[config.mk]
export PLATFORM = sky130hd
export DESIGN_NAME = alu_mc
export DESIGN_NICKNAME = d
export VERILOG_FILES = /design/src/rtl/alu_pkg.sv /design/src/rtl/alu_iter_core.sv /design/src/rtl/alu_mc.sv
export SDC_FILE = /design/constraint.sdc
export NUM_CORES = 1
export LEC_CHECK = 0
export CORE_ASPECT_RATIO = 1.5
export CORE_UTILIZATION = 50
export DETAILED_ROUTE_END_ITERATION = 12
export PLACE_DENSITY = 0.79
export RECOVER_POWER = 25
export SYNTH_ARGS = -nofsm -noshare
export SYNTH_HDL_FRONTEND = slang
export SYNTH_SLANG_ARGS = --single-unit
[constraint.sdc]
create_clock -name clk -period 6 [get_ports clk]
set_input_delay 1.5 -clock clk [delete_from_list [all_inputs] [get_ports clk]]
set_output_delay 1.5 -clock clk [all_outputs]
set_load 0.02 [all_outputs]
[src/rtl/alu_pkg.sv]
// Shared opcode/state types for the multi-cycle ALU and its iterative engine.
package alu_pkg;

    typedef enum logic [3:0] {
        OP_AND   = 4'b0000,
        OP_OR    = 4'b0001,
        OP_ADD   = 4'b0010,
        OP_SLL   = 4'b0011,
        OP_SUB   = 4'b0100,
        OP_SRL   = 4'b0101,
        OP_MUL   = 4'b0110,
        OP_XOR   = 4'b0111,
        OP_SLT   = 4'b1000,
        OP_NOT   = 4'b1001,
        OP_DIV   = 4'b1010,
        OP_MOVB  = 4'b1011,
        OP_SRA   = 4'b1100,
        OP_MOD   = 4'b1101,
        OP_SLTS  = 4'b1110,
        OP_MULHU = 4'b1111
    } alu_op_e;

    typedef enum logic [1:0] {
        ST_IDLE = 2'd0,
        ST_BUSY = 2'd1,
        ST_DONE = 2'd2
    } alu_state_e;

    function automatic logic is_iterative(alu_op_e op);
        return op inside {OP_MUL, OP_MULHU, OP_DIV, OP_MOD};
    endfunction

    function automatic logic is_divide(alu_op_e op);
        return op inside {OP_DIV, OP_MOD};
    endfunction

endpackage

[src/rtl/alu_iter_core.sv]
// Shared radix-2 shift-add multiplier / restoring divider; the first step
// is taken on the start edge so XLEN steps finish inside XLEN BUSY cycles.
module alu_iter_core
    import alu_pkg::*;
#(
    parameter int XLEN = 32
) (
    input  logic            clk,
    input  logic            reset,
    input  logic            start,
    input  alu_op_e         op,
    input  logic [XLEN-1:0] a,
    input  logic [XLEN-1:0] b,
    output logic            done,
    output logic [XLEN-1:0] result_lo,
    output logic [XLEN-1:0] result_hi
);

    localparam int CW = $clog2(XLEN);

    logic            busy_q, busy_d;
    logic            div_q, div_d;
    logic [CW-1:0]   cnt_q, cnt_d;
    logic [XLEN-1:0] hi_q, hi_d;
    logic [XLEN-1:0] lo_q, lo_d;
    logic [XLEN-1:0] opnd_q, opnd_d;

    logic [XLEN-1:0] cur_hi, cur_lo, cur_opnd;
    logic            cur_div;
    logic [XLEN:0]   mul_sum, div_trial;
    logic [XLEN-1:0] step_hi, step_lo;
    logic            last;

    // One iteration, fed from the raw operands on start and from the registers afterwards.
    always_comb begin
        // NOTE: every variable gets a default first, so no path can leave it unassigned and infer a latch.
        cur_hi    = start ? '0 : hi_q;
        cur_lo    = start ? a : lo_q;
        cur_opnd  = start ? b : opnd_q;
        cur_div   = start ? is_divide(op) : div_q;
        mul_sum   = {1'b0, cur_hi} + (cur_lo[0] ? {1'b0, cur_opnd} : '0);
        div_trial = {cur_hi, cur_lo[XLEN-1]};
        step_hi   = mul_sum[XLEN:1];
        step_lo   = {mul_sum[0], cur_lo[XLEN-1:1]};
        if (cur_div) begin
            if (div_trial >= {1'b0, cur_opnd}) begin
                step_hi = XLEN'(div_trial - {1'b0, cur_opnd});
                step_lo = {cur_lo[XLEN-2:0], 1'b1};
            end else begin
                step_hi = div_trial[XLEN-1:0];
                step_lo = {cur_lo[XLEN-2:0], 1'b0};
            end
        end
    end

    assign last = busy_q && (cnt_q == CW'(XLEN - 1));

    always_comb begin
        busy_d = busy_q;
        cnt_d  = cnt_q;
        div_d  = div_q;
        hi_d   = hi_q;
        lo_d   = lo_q;
        opnd_d = opnd_q;
        if (start) begin
            busy_d = 1'b1;
            cnt_d  = '0;
            div_d  = is_divide(op);
            hi_d   = step_hi;
            lo_d   = step_lo;
            opnd_d = b;
        end else if (last) begin
            busy_d = 1'b0;
        end else if (busy_q) begin
            cnt_d = cnt_q + 1'b1;
            hi_d  = step_hi;
            lo_d  = step_lo;
        end
    end

    // NOTE: sequential state uses non-blocking <= so every flop samples pre-edge values.
    always_ff @(posedge clk) begin
        if (reset) begin
            busy_q <= 1'b0;
            cnt_q  <= '0;
        end else begin
            busy_q <= busy_d;
            cnt_q  <= cnt_d;
        end
    end

    // NOTE: datapath registers are left unreset; start always loads them before they are read.
    always_ff @(posedge clk) begin
        div_q  <= div_d;
        hi_q   <= hi_d;
        lo_q   <= lo_d;
        opnd_q <= opnd_d;
    end

    assign done      = last;
    assign result_lo = lo_q;
    assign result_hi = hi_q;

endmodule

[src/rtl/alu_mc.sv]
// Multi-cycle ALU: handshake FSM, single-cycle op unit and registered outputs;
// MUL/MULHU/DIV/MOD are delegated to alu_iter_core.
module alu_mc
    import alu_pkg::*;
#(
    parameter int XLEN = 32
) (
    input  logic            clk,
    input  logic            reset,
    input  logic            in_valid,
    output logic            in_ready,
    input  logic [3:0]      alu_control,
    input  logic [XLEN-1:0] A,
    input  logic [XLEN-1:0] B,
    output logic            out_valid,
    input  logic            out_ready,
    output logic [XLEN-1:0] alu_result,
    output logic            zero_flag,
    output logic            div_by_zero
);

    localparam int SW = $clog2(XLEN);

    alu_state_e      state_q, state_d;
    alu_op_e         op_in, op_q;
    logic            b_zero_q;
    logic            out_valid_q, zero_q, dbz_q;
    logic [XLEN-1:0] result_q;

    logic            accept, core_start, load_simple, load_iter, core_done;
    logic [SW-1:0]   shamt;
    logic [XLEN-1:0] simple_res, iter_res, core_lo, core_hi;

    assign op_in = alu_op_e'(alu_control);
    assign shamt = B[SW-1:0];

    always_ff @(posedge clk) begin
        if (reset) state_q <= ST_IDLE;
        else       state_q <= state_d;
    end

    always_comb begin
        state_d = state_q;
        if (accept) begin
            state_d = is_iterative(op_in) ? ST_BUSY : ST_DONE;
        end else begin
            case (state_q)
                ST_BUSY: if (core_done) state_d = ST_DONE;
                ST_DONE: if (out_ready) state_d = ST_IDLE;
                default: state_d = state_q;
            endcase
        end
    end

    always_comb begin
        in_ready    = (state_q == ST_IDLE) || (state_q == ST_DONE && out_ready);
        accept      = in_valid && in_ready;
        core_start  = accept && is_iterative(op_in);
        load_simple = accept && !is_iterative(op_in);
        load_iter   = (state_q == ST_BUSY) && core_done;
    end

    always_comb begin
        simple_res = '0;
        case (op_in)
            OP_AND:  simple_res = A & B;
            OP_OR:   simple_res = A | B;
            OP_ADD:  simple_res = A + B;
            OP_SUB:  simple_res = A - B;
            OP_XOR:  simple_res = A ^ B;
            OP_NOT:  simple_res = ~A;
            OP_MOVB: simple_res = B;
            OP_SLL:  simple_res = A << shamt;
            OP_SRL:  simple_res = A >> shamt;
            OP_SRA:  simple_res = $signed(A) >>> shamt;
            OP_SLT:  simple_res = {{(XLEN-1){1'b0}}, A < B};
            OP_SLTS: simple_res = {{(XLEN-1){1'b0}}, $signed(A) < $signed(B)};
            default: simple_res = '0;
        endcase
    end

    // MUL and DIV live in the low half of the engine; MULHU and MOD in the high half.
    assign iter_res = (op_q == OP_MUL || op_q == OP_DIV) ? core_lo : core_hi;

    alu_iter_core #(.XLEN(XLEN)) u_iter (
        .clk       (clk),
        .reset     (reset),
        .start     (core_start),
        .op        (op_in),
        .a         (A),
        .b         (B),
        .done      (core_done),
        .result_lo (core_lo),
        .result_hi (core_hi)
    );

    always_ff @(posedge clk) begin
        if (reset) begin
            op_q        <= OP_AND;
            b_zero_q    <= 1'b0;
            out_valid_q <= 1'b0;
            result_q    <= '0;
            zero_q      <= 1'b0;
            dbz_q       <= 1'b0;
        end else begin
            out_valid_q <= (state_d == ST_DONE);
            if (accept) begin
                op_q     <= op_in;
                b_zero_q <= (B == '0);
            end
            if (load_simple) begin
                result_q <= simple_res;
                zero_q   <= (simple_res == '0);
                dbz_q    <= 1'b0;
            end else if (load_iter) begin
                result_q <= iter_res;
                zero_q   <= (iter_res == '0);
                dbz_q    <= b_zero_q && is_divide(op_q);
            end
        end
    end

    assign out_valid   = out_valid_q;
    assign alu_result  = result_q;
    assign zero_flag   = zero_q;
    assign div_by_zero = dbz_q;

endmodule

==> qor.csv <==
metric,value,unit
worst_pin_slew,1.275,ns
fin_skew,0.01403,ns
worst_slack,-0.01534,ns
grt.overflow.total,0,
grt_pass1_wl,157300,um
grt_pass1_vias,25102,
p_leak,0.01151,uW
clk_latency,0.45,ns
outcome,"complete, but fails checks",
core_area,40310,sq um
violations,setup timing,
ys_async_sr_fraction,0,
power,6698,uW
fmax,166.2,MHz
slew_headroom,0.1383,
vias,25967,
yosysWarnings,0,
cp.arrival,6.15,ns
max_cap_viol_count,0,
period_share,1.003,
syn-num-nets,3088,
area.growth.synth_to_final,25.00,%
htree_levels,4,
die_y,250.2,um
synth-seq-cells,145,
start_kind,input port,
io_pins,108,
wl_per_cell,29.11,um
hold_viol_final,0,
synth_flop_cell,dfxtp_1,
antenna_found_initial,2,
synthCells,2843,
dp_cells,3681,
dp_hpwl,82830,um
cts_buffers,17,
drtPass1Iterations,7,
syn_avg_cell_area,7.222,sq um
cp.required,6.14,ns
drive_gt1_frac,0.1877,
numPortBuffers,107,
tns,-0.01534,ns
die_x,167.5,um
root_buffer,clkbuf_16,
gp_congestion,1.105,
cts.path.max_buffers,2,
most-common-layout-cells,"424 x buf_4, 331 x nand2_1, 318 x nor2_1",
fin_hold_ws,0.4670,ns
initial_core_util,0.5093,
setup_viol,1,
dieArea,41900,sq um
rows,90,
vias_per_cell,6.980,
vdd.ir_drop.worst,0.0003152,V
synth_edf_count,64,
cellPowerDensity,261.0,nW/um^2
drt-initial-drc-count,3405,
hp-class,reg -> reg,
cts_tree,yes,
track_usage,0.5034,
slowest_delay,0.45,ns
clkSinkCount,145,
endpoint_kind,flip-flop,
fin_util,0.6367,
clk_pin_slew,0.07,ns
drc_errors,0,
crit_fanout,38,
crit_slowest_cell,clkdlybuf4s50_1,
path_class,in -> reg,
cp_cell_sequence,clkdlybuf4s50_1 > buf_4 > and2_0 > a22o_2 > nand2_4 > buf_4 > buf_12 > nor2_1 > a21oi_2 > buf_4 > ha_1 > buf_4 > o21a_1 > o21ai_2 > a21oi_1 > o41a_1 > a22oi_1 > buf_4 > o21ai_2 > a21oi_2 > o21ai_4 > buf_12 > mux2i_1 > o21ai_0,
finalNetCount,3445,
netlist_area,20530,sq um
synth.distinct_cells,89,
slew_violations,0,
min_period,6.015,ns
routed_wirelength,108300,um
grt_max_degree,94,
final_common_cell,buf_4,
crit_top_cell,buf_4,
instances_no_fill,3720,
yosysSeqAreaShare,0.1726,
final_antenna_net_count,0,
-- critical path: cells and delay by family --
kind            cells  cell delay, ns
simple gates        3            0.38
fa+ha+maj           1            0.23
buf+inv             8            1.61
mux                 1            0.26
compound gates     11            2.09
-- synth_stat cells, types with 25 or more instances --
master    count  area share
o22ai_1      27      0.0082
nor4_1       37       0.011
mux2_2       25       0.014
nor2b_1      34       0.010
nor3_1       65       0.016
nor2_1      319       0.058
o21ai_0     135       0.033
a22oi_1      36       0.013
buf_1        27      0.0049
nand2_1     333       0.061
nand2b_1     37       0.011
a21o_1       49       0.018
a211oi_1     56       0.020
inv_1       149       0.027
xnor2_1      44       0.019
a21oi_1     247       0.060
mux2i_1     108       0.053
a31oi_1      64       0.019
clkbuf_1    163       0.030
and3_1       50       0.015
and2_1       39       0.012
o211ai_1     39       0.014
nand3_1      50       0.012
mux4_2       36       0.039
dfxtp_1      81       0.079
ha_1        169        0.10
edfxtp_1     64       0.094
-- per-stage QoR --
stage	worst slack, ns	area [sq um]
floorplan	0.01142	20550
global placement	-0.7621	24860
detailed placement	-0.8470	24860
CTS	0.01842	25470
global route	-0.07981	25660
finish	-0.01534	25670
-- final timing paths --
kind | start | end | slack [ns] | cells past startpoint
hold reg to reg | u_iter.cnt_q[4] | u_iter.cnt_q[4] | 0.47 | 2
hold / removal | u_iter.cnt_q[4] | u_iter.cnt_q[4] | 0.47 | 2
setup / recovery | alu_control[2] | u_iter.result_hi[11] | -0.02 | 24
setup reg to reg | state_q[0] | u_iter.result_hi[11] | 0.96 | 25
-- per-layer routing --
| layer | share of wire | global-route usage | vias to the layer above | wire, um |
|---|---|---|---|---|
| met5 | 0.00021 | 0 | - | 23 |
| met4 | 0.12 | 0.5035 | 4 | 13010 |
| met3 | 0.11 | 0.1278 | 689 | 11520 |
| met2 | 0.45 | 0.8108 | 1953 | 48570 |
| met1 | 0.32 | 0.5253 | 12130 | 35180 |
| li1 | - | - | 11191 | - |
-- power breakdown --
part / internal [uW] / switching, uW
Clock: 579 / 492
Combinational: 1820 / 2410
Sequential: 1260 / 128
Total: 3670 / 3030
-- registers in the layout (all words and copies together), names as in the netlist, 2 cells and up --
register / count
op_q: 4
alu_result: 32
state_q: 2
u_iter.result_lo: 32
u_iter.result_hi: 32
u_iter.opnd_q: 32
u_iter.cnt_q: 5
-- what timing repair did --
item	in CTS	in global routing
hold buffers	0	0
buffers inserted	0	5
gates resized for setup	8	42
endpoints found under the setup margin	35	37
pin swaps	0	12
-- layout make-up --
type / count / area, sq um
Multi-Input combinational cell: 2333 / 15790
Fill cell: 3461 / 14650
Timing Repair Buffer: 549 / 4538
Sequential cell: 145 / 3543
Tap cell: 506 / 633.1
Inverter: 154 / 578.1
Clock buffer: 19 / 464.2
Clock inverter: 13 / 113.9
Antenna cell: 1 / 2.502
-- logic make-up (layout without fill, tap and decap cells) --
logic type / Yosys count / after routing / synth area share
and+or+nand+nor: 1042 / 1042 / 0.2356
AOI/OAI and AO/OA: 882 / 882 / 0.2805
buffers and inverters: 365 / 735 / 0.06910
muxes: 174 / 174 / 0.1090
adders and majority gates: 173 / 173 / 0.1069
DFF: 145 / 145 / 0.1726
xor gates and xnor gates: 62 / 62 / 0.02645
other: 0 / 1 / 0
No activity file was read; power rests on OpenSTA's default activity.
